## config.mk

```make
export PLATFORM = sky130hd
export DESIGN_NAME = demux_1_to_8_6_bit_reg_flat
export DESIGN_NICKNAME = d
export VERILOG_FILES = /design/src/rtl/cpu6_pkg.sv /design/src/rtl/demux_1_to_8_6_bit_reg_if.sv /design/src/rtl/demux_1_to_8_6_bit_reg_decoder_3_to_8.sv /design/src/rtl/demux_1_to_8_6_bit_reg.sv /design/src/flat_wrapper.sv
export SDC_FILE = /design/constraint.sdc
export NUM_CORES = 1
export LEC_CHECK = 0
export ABC_AREA = 1
export CORE_MARGIN = 2
export CORE_UTILIZATION = 51
export CTS_BUF_LIST = sky130_fd_sc_hd__clkbuf_4 sky130_fd_sc_hd__clkbuf_8 sky130_fd_sc_hd__clkbuf_16
export DETAILED_ROUTE_END_ITERATION = 10
export HOLD_SLACK_MARGIN = 0.06
export MAX_ROUTING_LAYER = met4
export PLACE_DENSITY = 0.8
export SLEW_MARGIN = 10
export SYNTH_ARGS = -nofsm -noshare
export SYNTH_HDL_FRONTEND = slang
export SYNTH_HIERARCHICAL = 1
export SYNTH_SLANG_ARGS = --single-unit
```

## constraint.sdc

```tcl
create_clock -name clk -period 2.65 [get_ports clk]
set_clock_uncertainty 0.05 [all_clocks]
set_input_delay 0.53 -clock clk [delete_from_list [all_inputs] [get_ports clk]]
set_output_delay 0.53 -clock clk [all_outputs]
set_load 0.01 [all_outputs]
```

## src/rtl/cpu6_pkg.sv

```systemverilog
// Shared definitions for the 6-bit CPU register bank.
//   WIDTH / DEPTH : register width and count
//   op_e          : write-command operation codes
//   state_e       : write-side FSM states
//   inc_wrap      : modulo-2^WIDTH increment used by INC
package cpu6_pkg;

    localparam int WIDTH = 6;
    localparam int DEPTH = 8;

    typedef enum logic [1:0] {
        OP_LOAD  = 2'b00,
        OP_INC   = 2'b01,
        OP_CLEAR = 2'b10,
        OP_NOP   = 2'b11
    } op_e;

    typedef enum logic {
        ST_IDLE  = 1'b0,
        ST_CLEAR = 1'b1
    } state_e;

    // Natural wrap of a WIDTH-bit add gives the modulo-64 behaviour.
    function automatic logic [WIDTH-1:0] inc_wrap(input logic [WIDTH-1:0] v);
        return v + {{(WIDTH-1){1'b0}}, 1'b1};
    endfunction

endpackage

```

## src/rtl/demux_1_to_8_6_bit_reg_if.sv

```systemverilog
// Write-command handshake bundle for the register bank.
//   wr_valid : command present          (master -> slave)
//   wr_ready : bank can accept          (slave  -> master)
//   wr_op    : LOAD / INC / CLEAR / NOP (master -> slave)
//   wr_addr  : target register          (master -> slave)
//   wr_data  : LOAD data                (master -> slave)
interface demux_1_to_8_6_bit_reg_if #(
    parameter int WIDTH = cpu6_pkg::WIDTH
);
    logic               wr_valid;
    logic               wr_ready;
    cpu6_pkg::op_e      wr_op;
    logic [2:0]         wr_addr;
    logic [WIDTH-1:0]   wr_data;

    modport master (
        output wr_valid, wr_op, wr_addr, wr_data,
        input  wr_ready
    );

    modport slave (
        input  wr_valid, wr_op, wr_addr, wr_data,
        output wr_ready
    );
endinterface

```

## src/rtl/demux_1_to_8_6_bit_reg_decoder_3_to_8.sv

```systemverilog
// One-hot decode of a 3-bit index with an enable.
//   en     : when low, all outputs are low
//   idx    : index to decode
//   onehot : bit idx set when en is high
module decoder_3_to_8 (
    input  logic       en,
    input  logic [2:0] idx,
    output logic [7:0] onehot
);
    for (genvar gi = 0; gi < 8; gi++) begin : g_dec
        assign onehot[gi] = en && (idx == 3'(gi));
    end
endmodule

```

## src/rtl/demux_1_to_8_6_bit_reg.sv

```systemverilog
// Eight-entry 6-bit register bank, write side of the 8-to-1 read mux.
// Accepts one command per handshake: LOAD, INC (wrapping, with ovf pulse),
// CLEAR_ALL (eight-cycle sweep, one register per cycle) and NOP.
//   clk, rst_n : clock, synchronous active-low reset
//   wr         : command handshake (slave modport)
//   q0..q7     : register contents, straight from flops
//   dirty      : per-register written-since-reset/clear flags
//   busy       : clear sweep in progress
//   ovf        : one-cycle pulse when an INC wrapped 63 -> 0
module demux_1_to_8_6_bit_reg #(
    parameter int WIDTH = cpu6_pkg::WIDTH,
    parameter int DEPTH = cpu6_pkg::DEPTH
) (
    input  logic                        clk,
    input  logic                        rst_n,
    demux_1_to_8_6_bit_reg_if.slave     wr,
    output logic [WIDTH-1:0]            q0,
    output logic [WIDTH-1:0]            q1,
    output logic [WIDTH-1:0]            q2,
    output logic [WIDTH-1:0]            q3,
    output logic [WIDTH-1:0]            q4,
    output logic [WIDTH-1:0]            q5,
    output logic [WIDTH-1:0]            q6,
    output logic [WIDTH-1:0]            q7,
    output logic [DEPTH-1:0]            dirty,
    output logic                        busy,
    output logic                        ovf
);
    import cpu6_pkg::*;

    state_e             state_reg, state_next;
    logic [2:0]         cnt_reg, cnt_next;
    logic [WIDTH-1:0]   q_reg  [DEPTH];
    logic [WIDTH-1:0]   q_next [DEPTH];
    logic [DEPTH-1:0]   dirty_reg, dirty_next;
    logic               ovf_reg, ovf_next;

    logic               in_clear;
    logic               accept;
    logic               wr_en;
    logic [DEPTH-1:0]   wr_sel;
    logic [DEPTH-1:0]   clr_sel;

    assign in_clear    = (state_reg == ST_CLEAR);
    assign wr.wr_ready = !in_clear;
    assign accept      = wr.wr_valid && !in_clear;
    // Only LOAD and INC target a single register.
    assign wr_en       = accept && (wr.wr_op == OP_LOAD || wr.wr_op == OP_INC);

    decoder_3_to_8 u_wr_dec (
        .en     (wr_en),
        .idx    (wr.wr_addr),
        .onehot (wr_sel)
    );

    decoder_3_to_8 u_clr_dec (
        .en     (in_clear),
        .idx    (cnt_reg),
        .onehot (clr_sel)
    );

    // Per-register next value. wr_sel and clr_sel are mutually exclusive
    // because writes are only accepted outside the sweep.
    for (genvar gi = 0; gi < DEPTH; gi++) begin : g_reg
        assign q_next[gi] = clr_sel[gi]            ? '0 :
                            !wr_sel[gi]            ? q_reg[gi] :
                            (wr.wr_op == OP_LOAD)  ? wr.wr_data :
                                                     inc_wrap(q_reg[gi]);
        assign dirty_next[gi] = clr_sel[gi] ? 1'b0 :
                                wr_sel[gi]  ? 1'b1 : dirty_reg[gi];
    end

    assign ovf_next = accept && (wr.wr_op == OP_INC)
                      && (q_reg[wr.wr_addr] == {WIDTH{1'b1}});

    always_comb begin
        state_next = state_reg;
        cnt_next   = cnt_reg;
        case (state_reg)
            ST_IDLE: begin
                if (accept && wr.wr_op == OP_CLEAR) begin
                    state_next = ST_CLEAR;
                    cnt_next   = '0;
                end
            end
            ST_CLEAR: begin
                // cnt wraps back to 0 on the last sweep cycle.
                cnt_next = cnt_reg + 3'd1;
                if (cnt_reg == 3'd7) begin
                    state_next = ST_IDLE;
                end
            end
            default: begin
                state_next = ST_IDLE;
                cnt_next   = '0;
            end
        endcase
    end

    always_ff @(posedge clk) begin
        if (!rst_n) begin
            state_reg <= ST_IDLE;
            cnt_reg   <= '0;
            dirty_reg <= '0;
            ovf_reg   <= 1'b0;
            for (int i = 0; i < DEPTH; i++) begin
                q_reg[i] <= '0;
            end
        end else begin
            state_reg <= state_next;
            cnt_reg   <= cnt_next;
            dirty_reg <= dirty_next;
            ovf_reg   <= ovf_next;
            for (int i = 0; i < DEPTH; i++) begin
                q_reg[i] <= q_next[i];
            end
        end
    end

    assign q0    = q_reg[0];
    assign q1    = q_reg[1];
    assign q2    = q_reg[2];
    assign q3    = q_reg[3];
    assign q4    = q_reg[4];
    assign q5    = q_reg[5];
    assign q6    = q_reg[6];
    assign q7    = q_reg[7];
    assign dirty = dirty_reg;
    assign busy  = in_clear;
    assign ovf   = ovf_reg;

endmodule

```

## src/flat_wrapper.sv

```systemverilog
// flat-port wrapper written by rule: the top's interface ports become plain ports
module demux_1_to_8_6_bit_reg_flat import cpu6_pkg::*;
#(
    parameter int WIDTH = cpu6_pkg::WIDTH,
    parameter int DEPTH = cpu6_pkg::DEPTH
)
  (clk, rst_n, q0, q1, q2, q3, q4, q5, q6, q7, dirty, busy, ovf, wr_wr_valid, wr_wr_op, wr_wr_addr, wr_wr_data, wr_wr_ready);
  demux_1_to_8_6_bit_reg_if #(.WIDTH(WIDTH)) wr_i ();
  input  logic clk;
  input  logic rst_n;
  output logic [WIDTH-1:0] q0;
  output logic [WIDTH-1:0] q1;
  output logic [WIDTH-1:0] q2;
  output logic [WIDTH-1:0] q3;
  output logic [WIDTH-1:0] q4;
  output logic [WIDTH-1:0] q5;
  output logic [WIDTH-1:0] q6;
  output logic [WIDTH-1:0] q7;
  output logic [DEPTH-1:0] dirty;
  output logic busy;
  output logic ovf;
  input wire logic [$bits(wr_i.wr_valid)-1:0] wr_wr_valid;
  input wire logic [$bits(wr_i.wr_op)-1:0] wr_wr_op;
  input wire logic [$bits(wr_i.wr_addr)-1:0] wr_wr_addr;
  input wire logic [$bits(wr_i.wr_data)-1:0] wr_wr_data;
  output wire logic [$bits(wr_i.wr_ready)-1:0] wr_wr_ready;
  assign wr_i.wr_valid = wr_wr_valid;
  assign wr_i.wr_op = wr_wr_op;
  assign wr_i.wr_addr = wr_wr_addr;
  assign wr_i.wr_data = wr_wr_data;
  assign wr_wr_ready = wr_i.wr_ready;
  demux_1_to_8_6_bit_reg #(.WIDTH(WIDTH), .DEPTH(DEPTH)) u_core (.clk(clk), .rst_n(rst_n), .wr(wr_i), .q0(q0), .q1(q1), .q2(q2), .q3(q3), .q4(q4), .q5(q5), .q6(q6), .q7(q7), .dirty(dirty), .busy(busy), .ovf(ovf));
endmodule
```

==> report_table.html, run 1 <==
<table>
<tr><th>Metric</th><th>Value</th></tr>
<tr><th colspan="2">Power</th></tr>
<tr><td>Comb pwr share</td><td>0.102</td></tr>
<tr><td>Worst supply voltage drop on vdd</td><td>389.0 uV</td></tr>
<tr><td>Power per cell area</td><td>466.7 nW/um^2</td></tr>
<tr><td>Switching portion of total power</td><td>0.2496</td></tr>
<tr><td>Total net switching power</td><td>0.5084 mW</td></tr>
<tr><td>Cell-internal power</td><td>1.529 mW</td></tr>
<tr><td>Share of total power in sequential cells</td><td>0.471</td></tr>
<tr><td>Static leakage</td><td>about 1.8 nW</td></tr>
<tr><td>Clock share of power</td><td>0.427</td></tr>
<tr><th colspan="2">Routing</th></tr>
<tr><td>Iter 0 DRT Violations</td><td>238</td></tr>
<tr><td>Number of design rule violations left after detail routing</td><td>0</td></tr>
<tr><td>Detailed-routing iteration count for the pre-antenna-repair pass</td><td>5</td></tr>
<tr><td>Routed len/inst</td><td>14.37 microns</td></tr>
<tr><td>Final WL</td><td>9484 microns</td></tr>
<tr><td>Post-route ant nets</td><td>0</td></tr>
<tr><td>Ratio of routed vias to standard cells</td><td>5.688</td></tr>
<tr><td>Vias after detailed routing</td><td>3754</td></tr>
<tr><th colspan="2">Placed design</th></tr>
<tr><td>Placed cell count</td><td>644</td></tr>
<tr><td>Half-perimeter wire length after detailed placement</td><td>6470 microns</td></tr>
<tr><td>Post-placement cell area</td><td>4154 sq um</td></tr>
<tr><td>Last weighted congestion value of the routability-driven placer</td><td>0.8924</td></tr>
<tr><td>I/O Buffers</td><td>between 70 and 80</td></tr>
<tr><th colspan="2">Timing</th></tr>
<tr><td>RSZ-0062 raised after global routing</td><td>no</td></tr>
<tr><td>Setup-failing EPs final</td><td>0</td></tr>
<tr><td>Final Hold Violating Endpoints</td><td>0</td></tr>
<tr><td>Achievable Freq</td><td>0.4947 GHz</td></tr>
<tr><td>Crit share post-route</td><td>0.7628</td></tr>
<tr><td>Slew at the pin closest to its max-slew limit</td><td>0.5514 ns</td></tr>
<tr><td>Post-Route Setup TNS</td><td>0 ns</td></tr>
<tr><td>Final critical delay including setup and external delays</td><td>2.021 ns</td></tr>
<tr><td>Final Max Tran Viols</td><td>0</td></tr>
<tr><td>Max-slew headroom at the worst pin</td><td>0.6311</td></tr>
<tr><th colspan="2">CTS</th></tr>
<tr><td>CTS tree</td><td>yes</td></tr>
<tr><td>TritonCTS sink count</td><td>61</td></tr>
<tr><td>CTS resizes</td><td>0</td></tr>
<tr><td>Number of setup buffers added after CTS</td><td>0</td></tr>
<tr><td>Clk_lat worst skew</td><td>0.34 ns</td></tr>
<tr><td>Cts hold-fix bufs</td><td>0</td></tr>
<tr><td>Number of buffers inserted during clock tree synthesis</td><td>9</td></tr>
<tr><td>Clk Tree Root Cell</td><td>sky130_fd_sc_hd__clkbuf_8</td></tr>
<tr><td>Deepest level of the CTS H-tree</td><td>3</td></tr>
<tr><td>CTS clock-pin slew for the worst setup and hold paths</td><td>around 0.07 ns</td></tr>
<tr><td>Clock Path Buffers</td><td>2</td></tr>
<tr><th colspan="2">Floorplanning</th></tr>
<tr><td>Ports</td><td>73</td></tr>
<tr><td>Core area</td><td>6314 sq um</td></tr>
<tr><td>Die width</td><td>roughly 85 microns</td></tr>
<tr><td>Number of cell rows</td><td>29</td></tr>
<tr><td>Area of the die</td><td>slightly above 7000 sq um</td></tr>
<tr><td>Height of the die</td><td>84.77 microns</td></tr>
<tr><td>Starting density of the core</td><td>0.5270</td></tr>
<tr><th colspan="2">Synthesis</th></tr>
<tr><td>Share of Yosys cell area claimed by the top area cell type</td><td>0.3671</td></tr>
<tr><td>Gate count after technology mapping</td><td>around 500</td></tr>
<tr><td>Largest cells by area after synthesis</td><td>sky130_fd_sc_hd__dfxtp_1 (37%), sky130_fd_sc_hd__nand2_1 (12%), sky130_fd_sc_hd__o21ai_0 (9.6%), sky130_fd_sc_hd__nor2_1 (6.9%), sky130_fd_sc_hd__inv_1 (6.1%)</td></tr>
<tr><td>Post-Syn Area</td><td>3327 sq um</td></tr>
<tr><td>Number of synthesized flops with an enable pin</td><td>0</td></tr>
<tr><td>Synthesized flop and latch total</td><td>61</td></tr>
<tr><td>Most used flip-flop cell after synthesis</td><td>sky130_fd_sc_hd__dfxtp_1</td></tr>
<tr><td>Top cells by count, synth</td><td>sky130_fd_sc_hd__nand2_1 (105), sky130_fd_sc_hd__o21ai_0 (64), sky130_fd_sc_hd__dfxtp_1 (61), sky130_fd_sc_hd__nor2_1 (61), sky130_fd_sc_hd__inv_1 (54)</td></tr>
<tr><td>Most used standard cell by instance count after synthesis</td><td>sky130_fd_sc_hd__nand2_1</td></tr>
<tr><td>Mapped Avg Cell Area</td><td>6.681 sq um</td></tr>
<tr><td>Distinct cell type count of the synthesized netlist</td><td>25</td></tr>
<tr><td>Share of synthesized registers carrying an async set or reset</td><td>0</td></tr>
<tr><td>Sequential element share of the synthesized area</td><td>0.3671</td></tr>
<tr><td>Synthesis Warnings</td><td>6</td></tr>
<tr><td>Net count after synthesis</td><td>522</td></tr>
<tr><td>Cell type with the largest total area after synthesis</td><td>sky130_fd_sc_hd__dfxtp_1</td></tr>
<tr><th colspan="2">GRT</th></tr>
<tr><td>Number of antenna violations at the first check in global routing</td><td>0</td></tr>
<tr><td>GR Overflow Total</td><td>0</td></tr>
<tr><td>Largest net degree at the start of global routing</td><td>19</td></tr>
<tr><td>Number of global-route vias before repair</td><td>3354</td></tr>
<tr><td>Wire length of the first global-routing pass</td><td>~15000 microns</td></tr>
<tr><td>Total Routing Usage GR</td><td>0.2716</td></tr>
<tr><th colspan="2">Final layout</th></tr>
<tr><td>Antenna diode count</td><td>0</td></tr>
<tr><td>Proportion of layout cells with a drive suffix above 1</td><td>0.05832</td></tr>
<tr><td>Number of nets in the finished design</td><td>602</td></tr>
<tr><td>Final instance count without filler cells</td><td>660</td></tr>
<tr><td>Area of all placed cells without fillers</td><td>4364 sq um</td></tr>
<tr><td>Max FFs per register</td><td>between 40 and 50</td></tr>
<tr><td>Area Growth Syn to Fin</td><td>31.18%</td></tr>
<tr><th colspan="2">Worst setup path</th></tr>
<tr><td>Worst Path Class, Setup</td><td>reg2out</td></tr>
<tr><td>Data required, critical path</td><td>2.07 ns</td></tr>
<tr><td>Kind of capture point of the worst setup path</td><td>output port</td></tr>
<tr><td>CP max FO</td><td>8</td></tr>
<tr><td>Endpoint arrival time on the critical path</td><td>1.44 ns</td></tr>
<tr><td>Setup crit start kind</td><td>register</td></tr>
<tr><th colspan="2">Run status</th></tr>
<tr><td>Status</td><td>finished clean</td></tr>
<tr><th colspan="2">Hold path</th></tr>
<tr><td>Path class of the lowest-slack min-delay path</td><td>reg2reg</td></tr>
<tr><th colspan="2">Run</th></tr>
<tr><td>Number of maximum-capacitance constraint violations</td><td>0</td></tr>
</table>
## critical path: stages, from the launching register on
cell and delay [ns]:
sky130_fd_sc_hd__dfxtp_1 0.47, sky130_fd_sc_hd__inv_1 0.13, sky130_fd_sc_hd__clkdlybuf4s50_1 0.50
## final cells by class
class | instances | area [sq um]
sequential | 61 | 1221
multi-input combinational | 366 | 1815
clock buffer | 12 | 165.2
timing repair buffer | 84 | 810.8
fill | 543 | 1949
tap | 77 | 96.34
clock inverter | 4 | 45.04
inverter | 56 | 210.2
## cells by family (layout without fill, tap and decap cells)
kind of cell	count (synthesis)	after routing	synth area share
AOI/OAI and AO/OA	149	149	0.2539
DFF	61	61	0.3671
adders and majority gates	10	10	0.03761
and+or+nand+nor	206	206	0.2516
xor gates and xnor gates	1	1	0.002633
buffers and inverters	71	156	0.08725
## metal layers
layer	GRT usage	vias up	routed length (microns)
li1	-	1845	-
met1	0.3299	1712	4093
met2	0.4245	172	4397
met3	0.06883	25	746
met4	0.1227	0	247
met5	-	-	0
## power by group through the flow
stage | combinational [mW] | clock, mW | sequential [mW]
floorplan | 0.104 | 0 | 0.982
global placement | 0.200 | 0 | 0.978
detailed placement | 0.203 | 0 | 0.979
CTS | 0.205 | 0.883 | 0.958
global route | 0.227 | 0.923 | 0.961
finish | 0.208 | 0.871 | 0.959
## stage by stage
stage	setup WS (ns)	hold slack [ns]	utilization	power, mW
2_1_floorplan	0.9850	0.4212	-	1.086
3_3_place_gp	0.4678	0.3858	0.6579	1.178
6_report	0.6287	0.4011	0.6912	2.037
3_5_place_dp	0.4088	0.3917	0.6579	1.182
5_1_grt	0.5743	0.4206	0.6912	2.111
4_1_cts	0.6198	0.4091	0.6912	2.046
## cell usage in the layout, fill, tap and decap left out, drive strengths merged
cell type / n
clkbuf: 12
o21a: 6
or2: 3
o21bai: 3
inv: 56
ha: 10
xor2: 1
bufinv: 1
o221ai: 6
o21ai: 65
buf: 12
nor2: 62
nand2: 105
dfxtp: 61
a21oi: 35
a31oi: 25
nor4: 1
clkinv: 3
nand3: 33
clkdlybuf4s50: 72
a21o: 1
o211ai: 8
nand4: 2
## final timing paths
path                                       from                 end  slack [ns]  cells past startpoint
worst max-delay path                u_core/busy         wr_wr_ready        0.63                      2
worst min-delay path            u_core/dirty[7]     u_core/dirty[7]        0.40                      1
worst max register to register      u_core/busy  u_core/q_reg[7][0]        0.94                      9
worst min register to register  u_core/dirty[7]     u_core/dirty[7]        0.40                      1
(Power assumes the default switching activity.)
==> run 2: changes to the inputs <==
--- a/config.mk
+++ b/config.mk
@@ -7,12 +7,12 @@
 export LEC_CHECK = 0
 export ABC_AREA = 1
 export CORE_MARGIN = 2
-export CORE_UTILIZATION = 51
+export CORE_UTILIZATION = 46
 export CTS_BUF_LIST = sky130_fd_sc_hd__clkbuf_4 sky130_fd_sc_hd__clkbuf_8 sky130_fd_sc_hd__clkbuf_16
 export DETAILED_ROUTE_END_ITERATION = 10
 export HOLD_SLACK_MARGIN = 0.06
 export MAX_ROUTING_LAYER = met4
-export PLACE_DENSITY = 0.8
+export PLACE_DENSITY = 0.77
 export SLEW_MARGIN = 10
 export SYNTH_ARGS = -nofsm -noshare
 export SYNTH_HDL_FRONTEND = slang
==> constraint.sdc (replaced) <==
create_clock -name clk -period 1.8 [get_ports clk]
set_clock_uncertainty 0.05 [all_clocks]
set_input_delay 0.36 -clock clk [delete_from_list [all_inputs] [get_ports clk]]
set_output_delay 0.36 -clock clk [all_outputs]
set_load 0.01 [all_outputs]
==> run 2 against run 1 <==
Against the previous run:
- final area is 6.8% higher
- non-clock buffer count up 30
- via count increased by 3.7%
- cell count up 7.9%
- clock-buffer cell count shrank 1
- flip-flop and latch count unchanged
- register-to-register slack got worse by 0.77 ns
- total power increased by 47%
- wire length up 6.5%
- combinational power up 75%
- die area up 10%
- sequential share of layout area is 1.5 points lower
- critical path type unchanged
- critical endpoint is now q1[2]
- largest cell class unchanged
- largest power group unchanged
==> report_table.html, run 2 (synthesis results as in run 1) <==
<table>
<tr><th>Metric</th><th>Value</th></tr>
<tr><th colspan="2">CTS</th></tr>
<tr><td>Number of setup buffers added after CTS</td><td>0 (unchanged)</td></tr>
<tr><td>Clock Path Buffers</td><td>2 (unchanged)</td></tr>
<tr><td>CTS clock-pin slew for the worst setup and hold paths</td><td>0.07 ns (about the same)</td></tr>
<tr><td>Clk Tree Root Cell</td><td>sky130_fd_sc_hd__clkbuf_8</td></tr>
<tr><td>Number of buffers inserted during clock tree synthesis</td><td>9 (unchanged)</td></tr>
<tr><td>Clk_lat worst skew</td><td>0.34 ns (about the same)</td></tr>
<tr><td>CTS tree</td><td>yes</td></tr>
<tr><td>TritonCTS sink count</td><td>61 (unchanged)</td></tr>
<tr><td>Deepest level of the CTS H-tree</td><td>3 (unchanged)</td></tr>
<tr><th colspan="2">Run</th></tr>
<tr><td>Number of maximum-capacitance constraint violations</td><td>0 (unchanged)</td></tr>
<tr><th colspan="2">Worst setup path</th></tr>
<tr><td>CP max FO</td><td>7 (-1)</td></tr>
<tr><td>Slowest CP cell</td><td>sky130_fd_sc_hd__clkdlybuf4s50_1</td></tr>
<tr><td>Worst Path Class, Setup</td><td>reg2out</td></tr>
<tr><td>Worst setup path startpoint</td><td>u_core/q_reg[1][2]</td></tr>
<tr><td>Number of buffers and inverters on the critical path</td><td>1 (-1)</td></tr>
<tr><td>Cells along the critical path</td><td>clkdlybuf4s50_1</td></tr>
<tr><td>Reg-to-reg startpoint</td><td>u_core/busy</td></tr>
<tr><td>Data required, critical path</td><td>1.39 ns (-0.68 ns)</td></tr>
<tr><td>Worst path top cell family by delay</td><td>buffers and inverters</td></tr>
<tr><td>Setup crit start kind</td><td>register</td></tr>
<tr><td>Crit-path max cell delay</td><td>0.58 ns (+0.08 ns)</td></tr>
<tr><td>Kind of capture point of the worst setup path</td><td>output port</td></tr>
<tr><td>Endpoint arrival time on the critical path</td><td>1.37 ns (-0.07 ns)</td></tr>
<tr><th colspan="2">GRT</th></tr>
<tr><td>GR Layer Usage met3</td><td>0.04432 (-0.02451)</td></tr>
<tr><td>Most Used Layer, Global Route</td><td>met2</td></tr>
<tr><td>Largest net degree at the start of global routing</td><td>19 (unchanged)</td></tr>
<tr><td>Met1 layer usage reported by global route</td><td>0.3379 (+0.008009)</td></tr>
<tr><td>Wire length of the first global-routing pass</td><td>15960 microns (+4.8%)</td></tr>
<tr><td>Total Routing Usage GR</td><td>0.2667 (-0.004872)</td></tr>
<tr><td>Number of antenna violations at the first check in global routing</td><td>0 (unchanged)</td></tr>
<tr><td>Number of global-route vias before repair</td><td>3436 (+2.4%)</td></tr>
<tr><td>Global Route met2 Usage</td><td>0.4118 (-0.01268)</td></tr>
<tr><td>GR Overflow Total</td><td>0 (unchanged)</td></tr>
<tr><th colspan="2">Floorplanning</th></tr>
<tr><td>Starting density of the core</td><td>0.4662 (-0.06079)</td></tr>
<tr><td>Core area</td><td>7137 sq um (+13%)</td></tr>
<tr><td>Ports</td><td>73 (unchanged)</td></tr>
<tr><td>Height of the die</td><td>89.05 microns (+5.0%)</td></tr>
<tr><td>Number of cell rows</td><td>31 (+6.9%)</td></tr>
<tr><td>Area of the die</td><td>7929 sq um (+10%)</td></tr>
<tr><td>Die width</td><td>89.05 microns (+5.0%)</td></tr>
<tr><th colspan="2">Power</th></tr>
<tr><td>Power per cell area</td><td>643.7 nW/um^2 (+38%)</td></tr>
<tr><td>Total design power</td><td>2.999 mW (+47%)</td></tr>
<tr><td>Static leakage</td><td>1.935 nW (+10%)</td></tr>
<tr><td>Worst supply voltage drop on vdd</td><td>365.7 uV (-6.0%)</td></tr>
<tr><th colspan="2">Routing</th></tr>
<tr><td>Routed len/inst</td><td>14.18 microns (-1.3%)</td></tr>
<tr><td>Post-route ant nets</td><td>0 (unchanged)</td></tr>
<tr><td>Ratio of routed vias to standard cells</td><td>5.466 (-3.9%)</td></tr>
<tr><td>Number of design rule violations left after detail routing</td><td>0 (unchanged)</td></tr>
<tr><td>Detailed-routing iteration count for the pre-antenna-repair pass</td><td>5 (unchanged)</td></tr>
<tr><td>Iter 0 DRT Violations</td><td>270 (+13%)</td></tr>
<tr><td>Final WL</td><td>10100 microns (+6.5%)</td></tr>
<tr><td>Vias after detailed routing</td><td>3892 (+3.7%)</td></tr>
<tr><th colspan="2">Timing</th></tr>
<tr><td>Max-slew headroom at the worst pin</td><td>0.7257 (+0.09468)</td></tr>
<tr><td>Setup-failing EPs final</td><td>0 (unchanged)</td></tr>
<tr><td>Crit share post-route</td><td>0.9873</td></tr>
<tr><td>Final critical delay including setup and external delays</td><td>1.777 ns</td></tr>
<tr><td>Worst setup slack after layout</td><td>0.02283 ns (-0.6059 ns)</td></tr>
<tr><td>Final Hold Violating Endpoints</td><td>0 (unchanged)</td></tr>
<tr><td>Final Max Tran Viols</td><td>0 (unchanged)</td></tr>
<tr><td>Achievable Freq</td><td>0.5627 GHz</td></tr>
<tr><td>Slew at the pin closest to its max-slew limit</td><td>0.4108 ns (-0.1406 ns)</td></tr>
<tr><th colspan="2">Final layout</th></tr>
<tr><td>Max FFs per register</td><td>48 (unchanged)</td></tr>
<tr><td>Proportion of layout cells with a drive suffix above 1</td><td>0.1256 (+0.06729)</td></tr>
<tr><td>Antenna diode count</td><td>0 (unchanged)</td></tr>
<tr><td>Commonest non-fill, non-tap cells in the layout</td><td>sky130_fd_sc_hd__nand2_1 (105), sky130_fd_sc_hd__clkdlybuf4s50_1 (71), sky130_fd_sc_hd__o21ai_0 (64), sky130_fd_sc_hd__nor2_1 (60), sky130_fd_sc_hd__inv_1 (54)</td></tr>
<tr><td>Number of nets in the finished design</td><td>632 (+5.0%)</td></tr>
<tr><td>Commonest non-fill, non-tap cell in the layout</td><td>sky130_fd_sc_hd__nand2_1</td></tr>
<tr><td>Area Growth Syn to Fin</td><td>40.05%</td></tr>
<tr><th colspan="2">Placed design</th></tr>
<tr><td>Setup slack at placement</td><td>-0.2235 ns (-0.6323 ns)</td></tr>
<tr><td>Half-perimeter wire length after detailed placement</td><td>7038 microns (+8.8%)</td></tr>
<tr><td>Last weighted congestion value of the routability-driven placer</td><td>0.9847 (+10%)</td></tr>
<tr><td>I/O Buffers</td><td>72 (unchanged)</td></tr>
<tr><th colspan="2">Hold path</th></tr>
<tr><td>Path class of the lowest-slack min-delay path</td><td>reg2reg</td></tr>
<tr><td>Worst min-delay path startpoint</td><td>u_core/dirty[7]</td></tr>
<tr><th colspan="2">Run status</th></tr>
<tr><td>Status</td><td>finished clean</td></tr>
</table>
-- run 2: cell count changes in the layout (fill, tap and decap cells not counted), moves of 2 or more --
cell,change
sky130_fd_sc_hd__buf_4,+27
sky130_fd_sc_hd__dfxtp_1,-12
sky130_fd_sc_hd__dfxtp_2,+12
sky130_fd_sc_hd__clkbuf_8,-2
sky130_fd_sc_hd__buf_12,+3
-- run 2: per-layer routing --
metal	vias to the layer above	wire, microns
li1	1905	-
met1	1778	4445
met2	182	4575
met3	27	793
met4	0	285
met5	-	0
-- run 2: layout make-up --
| type | instances | area (sq um) |
|---|---|---|
| clock buffers | 11 | 145.1 |
| clock inverters | 5 | 50.05 |
| fillers | 659 | 2477 |
| inverters | 56 | 210.2 |
| multi-input cells | 366 | 1818 |
| flip-flops and latches | 61 | 1236 |
| well taps | 99 | 123.9 |
| repair buffers | 114 | 1076 |
-- run 2: final timing paths --
path | to | slack (ns) | depth (start not counted)
min | u_core/dirty[7] | 0.41 | 1
max reg2reg | u_core/q_reg[2][0] | 0.17 | 9
min reg2reg | u_core/dirty[7] | 0.41 | 1
max | q1[2] | 0.02 | 1
-- run 2: power breakdown --
part | total [mW] | switching (mW) | internal, mW
Clock | 1.23 | 0.543 | 0.683
Sequential | 1.41 | 0.0321 | 1.38
Combinational | 0.363 | 0.194 | 0.169
Total | 3.00 | 0.770 | 2.23
-- run 2: timing repair --
action	4_1_cts	5_1_grt
gates resized for setup	1	13
hold buffers	0	0
endpoints found under the setup margin	1	13
pin swaps	0	0
-- run 2: stage by stage --
step	util	TNS [ns]	cells	hold WS [ns]	cell area, sq um
after global placement	0.6227	-4.897	696	0.3892	4444
after CTS	0.6502	0	712	0.4107	4641
after detailed placement	0.6227	-6.717	696	0.3952	4444
after global routing	0.6529	-0.004702	712	0.4240	4659
after floorplan	-	0	498	0.4212	3327
final	0.6529	0	712	0.4059	4659
==> run 3: changes to the inputs <==
--- a/config.mk
+++ b/config.mk
@@ -5,14 +5,14 @@
 export SDC_FILE = /design/constraint.sdc
 export NUM_CORES = 1
 export LEC_CHECK = 0
-export ABC_AREA = 1
+export ABC_CLOCK_PERIOD_IN_PS = 1800
 export CORE_MARGIN = 2
 export CORE_UTILIZATION = 46
 export CTS_BUF_LIST = sky130_fd_sc_hd__clkbuf_4 sky130_fd_sc_hd__clkbuf_8 sky130_fd_sc_hd__clkbuf_16
 export DETAILED_ROUTE_END_ITERATION = 10
 export HOLD_SLACK_MARGIN = 0.06
 export MAX_ROUTING_LAYER = met4
-export PLACE_DENSITY = 0.77
+export PLACE_DENSITY = 0.76
 export SLEW_MARGIN = 10
 export SYNTH_ARGS = -nofsm -noshare
 export SYNTH_HDL_FRONTEND = slang
==> run 3 against run 2 <==
Against the previous run:
- via count fell by 4.9%
- critical path type unchanged
- non-clock buffer count increased by 13
- global-route usage fell by 0.39 points
- final area up 3.4%
- sequential power barely moved
==> report_table.html, run 3 <==
<table>
<tr><th>Metric</th><th>Value</th></tr>
<tr><th colspan="2">Routing</th></tr>
<tr><td>Ratio of routed vias to standard cells</td><td>5.906 (+8.0%)</td></tr>
<tr><td>Detailed-routing iteration count for the pre-antenna-repair pass</td><td>5 (unchanged)</td></tr>
<tr><td>Post-route ant nets</td><td>0 (unchanged)</td></tr>
<tr><td>Iter 0 DRT Violations</td><td>264 (-2.2%)</td></tr>
<tr><td>Vias after detailed routing</td><td>3703 (-4.9%)</td></tr>
<tr><td>Routed len/inst</td><td>16.32 microns (+15%)</td></tr>
<tr><td>Final WL</td><td>10230 microns (+1.3%)</td></tr>
<tr><td>Number of design rule violations left after detail routing</td><td>0 (unchanged)</td></tr>
<tr><th colspan="2">Power</th></tr>
<tr><td>Static leakage</td><td>1.780 nW (-8.0%)</td></tr>
<tr><td>Power per cell area</td><td>598.7 nW/um^2 (-7.0%)</td></tr>
<tr><td>Worst supply voltage drop on vdd</td><td>390.8 uV (+6.9%)</td></tr>
<tr><th colspan="2">CTS</th></tr>
<tr><td>TritonCTS sink count</td><td>61 (unchanged)</td></tr>
<tr><td>Deepest level of the CTS H-tree</td><td>3 (unchanged)</td></tr>
<tr><td>Cts hold-fix bufs</td><td>0 (unchanged)</td></tr>
<tr><td>Clk_lat worst skew</td><td>0.35 ns (about the same)</td></tr>
<tr><td>Clk Tree Root Cell</td><td>sky130_fd_sc_hd__clkbuf_8</td></tr>
<tr><td>Number of buffers inserted during clock tree synthesis</td><td>9 (unchanged)</td></tr>
<tr><td>CTS tree</td><td>yes</td></tr>
<tr><td>Clock Path Buffers</td><td>2 (unchanged)</td></tr>
<tr><td>CTS clock-pin slew for the worst setup and hold paths</td><td>0.06 ns (about the same)</td></tr>
<tr><th colspan="2">Floorplanning</th></tr>
<tr><td>Number of cell rows</td><td>31 (unchanged)</td></tr>
<tr><td>Die width</td><td>89.87 microns (+0.93%)</td></tr>
<tr><td>Ports</td><td>73 (unchanged)</td></tr>
<tr><td>Starting density of the core</td><td>0.4702 (+0.004006)</td></tr>
<tr><td>Height of the die</td><td>89.87 microns (+0.93%)</td></tr>
<tr><td>Area of the die</td><td>8077 sq um (+1.9%)</td></tr>
<tr><td>Core area</td><td>7214 sq um (+1.1%)</td></tr>
<tr><th colspan="2">Timing</th></tr>
<tr><td>Setup-failing EPs final</td><td>0 (unchanged)</td></tr>
<tr><td>Worst setup slack after layout</td><td>0.04460 ns (+0.02177 ns)</td></tr>
<tr><td>Final Hold Violating Endpoints</td><td>0 (unchanged)</td></tr>
<tr><td>Final Max Tran Viols</td><td>0 (unchanged)</td></tr>
<tr><td>Crit share post-route</td><td>0.9752 (-0.01209)</td></tr>
<tr><td>Final critical delay including setup and external delays</td><td>1.755 ns (-0.02177 ns)</td></tr>
<tr><td>RSZ-0062 raised after global routing</td><td>no</td></tr>
<tr><td>Slew at the pin closest to its max-slew limit</td><td>0.4041 ns (-0.006724 ns)</td></tr>
<tr><td>Max-slew headroom at the worst pin</td><td>0.7281 (+0.002398)</td></tr>
<tr><td>Achievable Freq</td><td>0.5697 GHz (+1.2%)</td></tr>
<tr><th colspan="2">GRT</th></tr>
<tr><td>Largest net degree at the start of global routing</td><td>35 (+16)</td></tr>
<tr><td>Number of antenna violations at the first check in global routing</td><td>0 (unchanged)</td></tr>
<tr><td>Number of global-route vias before repair</td><td>3505 (+2.0%)</td></tr>
<tr><td>Total Routing Usage GR</td><td>0.2628 (-0.003925)</td></tr>
<tr><td>GR Overflow Total</td><td>0 (unchanged)</td></tr>
<tr><td>Wire length of the first global-routing pass</td><td>16860 microns (+5.6%)</td></tr>
<tr><th colspan="2">Placed design</th></tr>
<tr><td>I/O Buffers</td><td>72 (unchanged)</td></tr>
<tr><td>Post-placement cell area</td><td>4538 sq um (+2.1%)</td></tr>
<tr><td>Half-perimeter wire length after detailed placement</td><td>7248 microns (+3.0%)</td></tr>
<tr><td>Last weighted congestion value of the routability-driven placer</td><td>0.8422 (-14%)</td></tr>
<tr><td>Setup slack at placement</td><td>-0.4466 ns (-0.2231 ns)</td></tr>
<tr><td>Placed cell count</td><td>608 (-13%)</td></tr>
<tr><th colspan="2">Synthesis</th></tr>
<tr><td>Synthesis Warnings</td><td>6 (unchanged)</td></tr>
<tr><td>Most used standard cell by instance count after synthesis</td><td>sky130_fd_sc_hd__dfxtp_1</td></tr>
<tr><td>Gate count after technology mapping</td><td>409 (-18%)</td></tr>
<tr><td>Top cells by count, synth</td><td>sky130_fd_sc_hd__dfxtp_1 (61), sky130_fd_sc_hd__nor2_1 (50), sky130_fd_sc_hd__o21ai_0 (42)</td></tr>
<tr><td>Net count after synthesis</td><td>433 (-17%)</td></tr>
<tr><td>Share of synthesized registers carrying an async set or reset</td><td>0 (unchanged)</td></tr>
<tr><td>Largest cells by area after synthesis</td><td>sky130_fd_sc_hd__dfxtp_1 (36%), sky130_fd_sc_hd__o21ai_0 (6.2%), sky130_fd_sc_hd__nor2_1 (5.5%), sky130_fd_sc_hd__a21oi_1 (3.7%), sky130_fd_sc_hd__ha_1 (3.7%)</td></tr>
<tr><td>Number of synthesized flops with an enable pin</td><td>0 (unchanged)</td></tr>
<tr><td>Mapped Avg Cell Area</td><td>8.293 sq um (+24%)</td></tr>
<tr><td>Distinct cell type count of the synthesized netlist</td><td>52 (+110%)</td></tr>
<tr><td>Synthesized flop and latch total</td><td>61 (unchanged)</td></tr>
<tr><td>Cell type with the largest total area after synthesis</td><td>sky130_fd_sc_hd__dfxtp_1</td></tr>
<tr><td>Post-Syn Area</td><td>3392 sq um (+2.0%)</td></tr>
<tr><td>Most used flip-flop cell after synthesis</td><td>sky130_fd_sc_hd__dfxtp_1</td></tr>
<tr><td>Sequential element share of the synthesized area</td><td>0.3600 (-0.007041)</td></tr>
<tr><td>Share of Yosys cell area claimed by the top area cell type</td><td>0.3600 (-0.007041)</td></tr>
<tr><th colspan="2">Worst setup path</th></tr>
<tr><td>Number of buffers and inverters on the critical path</td><td>1 (unchanged)</td></tr>
<tr><td>Data required, critical path</td><td>1.39 ns (about the same)</td></tr>
<tr><td>Slowest CP cell</td><td>sky130_fd_sc_hd__clkdlybuf4s50_1</td></tr>
<tr><td>Worst path top cell family by delay</td><td>buffers and inverters</td></tr>
<tr><td>Setup crit start kind</td><td>register</td></tr>
<tr><td>Path depth of the worst reg2reg path</td><td>7 (-2)</td></tr>
<tr><td>Cells along the critical path</td><td>clkdlybuf4s50_1</td></tr>
<tr><td>Worst Path Class, Setup</td><td>reg2out</td></tr>
<tr><td>WP depth</td><td>1 (unchanged)</td></tr>
<tr><td>CP max FO</td><td>6 (-1)</td></tr>
<tr><td>Endpoint arrival time on the critical path</td><td>1.35 ns (-0.02 ns)</td></tr>
<tr><td>Crit-path max cell delay</td><td>0.57 ns (about the same)</td></tr>
<tr><td>Kind of capture point of the worst setup path</td><td>output port</td></tr>
<tr><th colspan="2">Final layout</th></tr>
<tr><td>Commonest non-fill, non-tap cells in the layout</td><td>sky130_fd_sc_hd__clkdlybuf4s50_1 (64), sky130_fd_sc_hd__buf_4 (52), sky130_fd_sc_hd__nor2_1 (49), sky130_fd_sc_hd__dfxtp_1 (42), sky130_fd_sc_hd__o21ai_0 (41)</td></tr>
<tr><td>Area of combinational cells with multiple inputs</td><td>2037 sq um (+12%)</td></tr>
<tr><td>Proportion of layout cells with a drive suffix above 1</td><td>0.2462 (+0.1206)</td></tr>
<tr><td>Number of nets in the finished design</td><td>547 (-13%)</td></tr>
<tr><td>Antenna diode count</td><td>0 (unchanged)</td></tr>
<tr><td>Flip-flop and latch area</td><td>1247 sq um (+0.91%)</td></tr>
<tr><td>Area Growth Syn to Fin</td><td>42.09%</td></tr>
<tr><td>Final instance count without filler cells</td><td>627 (-12%)</td></tr>
<tr><td>Commonest non-fill, non-tap cell in the layout</td><td>sky130_fd_sc_hd__clkdlybuf4s50_1</td></tr>
<tr><td>Area of all placed cells without fillers</td><td>4820 sq um (+3.4%)</td></tr>
<tr><td>Max FFs per register</td><td>48 (unchanged)</td></tr>
<tr><td>Fillcell total</td><td>607 (-7.9%)</td></tr>
<tr><th colspan="2">Hold path</th></tr>
<tr><td>Hold path depth</td><td>2 (+1)</td></tr>
<tr><td>Path class of the lowest-slack min-delay path</td><td>reg2reg</td></tr>
<tr><th colspan="2">Run status</th></tr>
<tr><td>Status</td><td>finished clean</td></tr>
<tr><th colspan="2">Run</th></tr>
<tr><td>Number of maximum-capacitance constraint violations</td><td>0 (unchanged)</td></tr>
</table>
## run 3: cell types whose count changed in the layout (fill, tap and decap cells not counted), moves of 13 or more
cell | before | now
sky130_fd_sc_hd__nand2_1 | 105 | 15
sky130_fd_sc_hd__inv_1 | 54 | 12
sky130_fd_sc_hd__nand3_1 | 33 | 20
sky130_fd_sc_hd__o21ai_0 | 64 | 41
sky130_fd_sc_hd__buf_4 | 39 | 52
sky130_fd_sc_hd__a31oi_1 | 25 | 4
## run 3: where the power goes
part           switching [mW]  total (mW)  internal, mW
combinational           0.183       0.345         0.162
clock                   0.516        1.15         0.635
sequential             0.0221        1.39          1.37
## run 3: per-layer routing
metal | share of wire | global-route usage
met5 | 0 | -
met3 | 0.066 | 0.04443
met4 | 0.021 | 0.1154
met2 | 0.49 | 0.4249
met1 | 0.42 | 0.3253
## run 3: cell type report
| cell class | count | share of cell area |
|---|---|---|
| tap | 99 | 0.02570 |
| timing repair buffer | 127 | 0.2448 |
| clock buffer | 15 | 0.03764 |
| sequential | 61 | 0.2588 |
| multi-input combinational | 312 | 0.4226 |
| clock inverter | 1 | 0.001038 |
| inverter | 12 | 0.009346 |
## run 3: through the flow
stage / hold slack [ns] / utilization / power (mW) / setup TNS (ns)
floorplan: 0.4034 / - / 1.569 / 0
global placement: 0.3974 / 0.6290 / 1.743 / -15.17
detailed placement: 0.4030 / 0.6290 / 1.751 / -17.67
CTS: 0.4202 / 0.6575 / 2.902 / 0
global route: 0.4333 / 0.6681 / 3.001 / 0
finish: 0.4163 / 0.6681 / 2.886 / 0
## run 3: final timing paths
check,slack [ns],startpoint,endpoint
worst min register to register,0.42,u_core/dirty[7],u_core/dirty[7]
worst min-delay path,0.42,u_core/dirty[7],u_core/dirty[7]
worst max-delay path,0.04,u_core/q_reg[6][2],q6[2]
worst max register to register,0.11,u_core/busy,u_core/q_reg[0][2]
## run 3: cell families (layout without fill, tap and decap cells)
group,count (synthesis),in the layout,share of synthesized area
compound gates,141,141,0.2726
fa+ha+maj,10,10,0.03689
buf+inv,36,155,0.05127
flops,61,61,0.3600
mux,2,2,0.005902
simple gates,159,159,0.2733
## run 3: repair_timing
item / CTS / global route
gates resized for setup: 10 / 27
endpoints found under the setup margin: 12 / 52
buffers inserted: 0 / 3
pin swaps: 1 / 3
## run 3: tightest hold or removal path: cells and delay by family, from the launching register on
| kind | cells | cell delay [ns] |
|---|---|---|
| flip-flops | 1 | 0.33 |
| AND/OR/NAND/NOR | 2 | 0.10 |
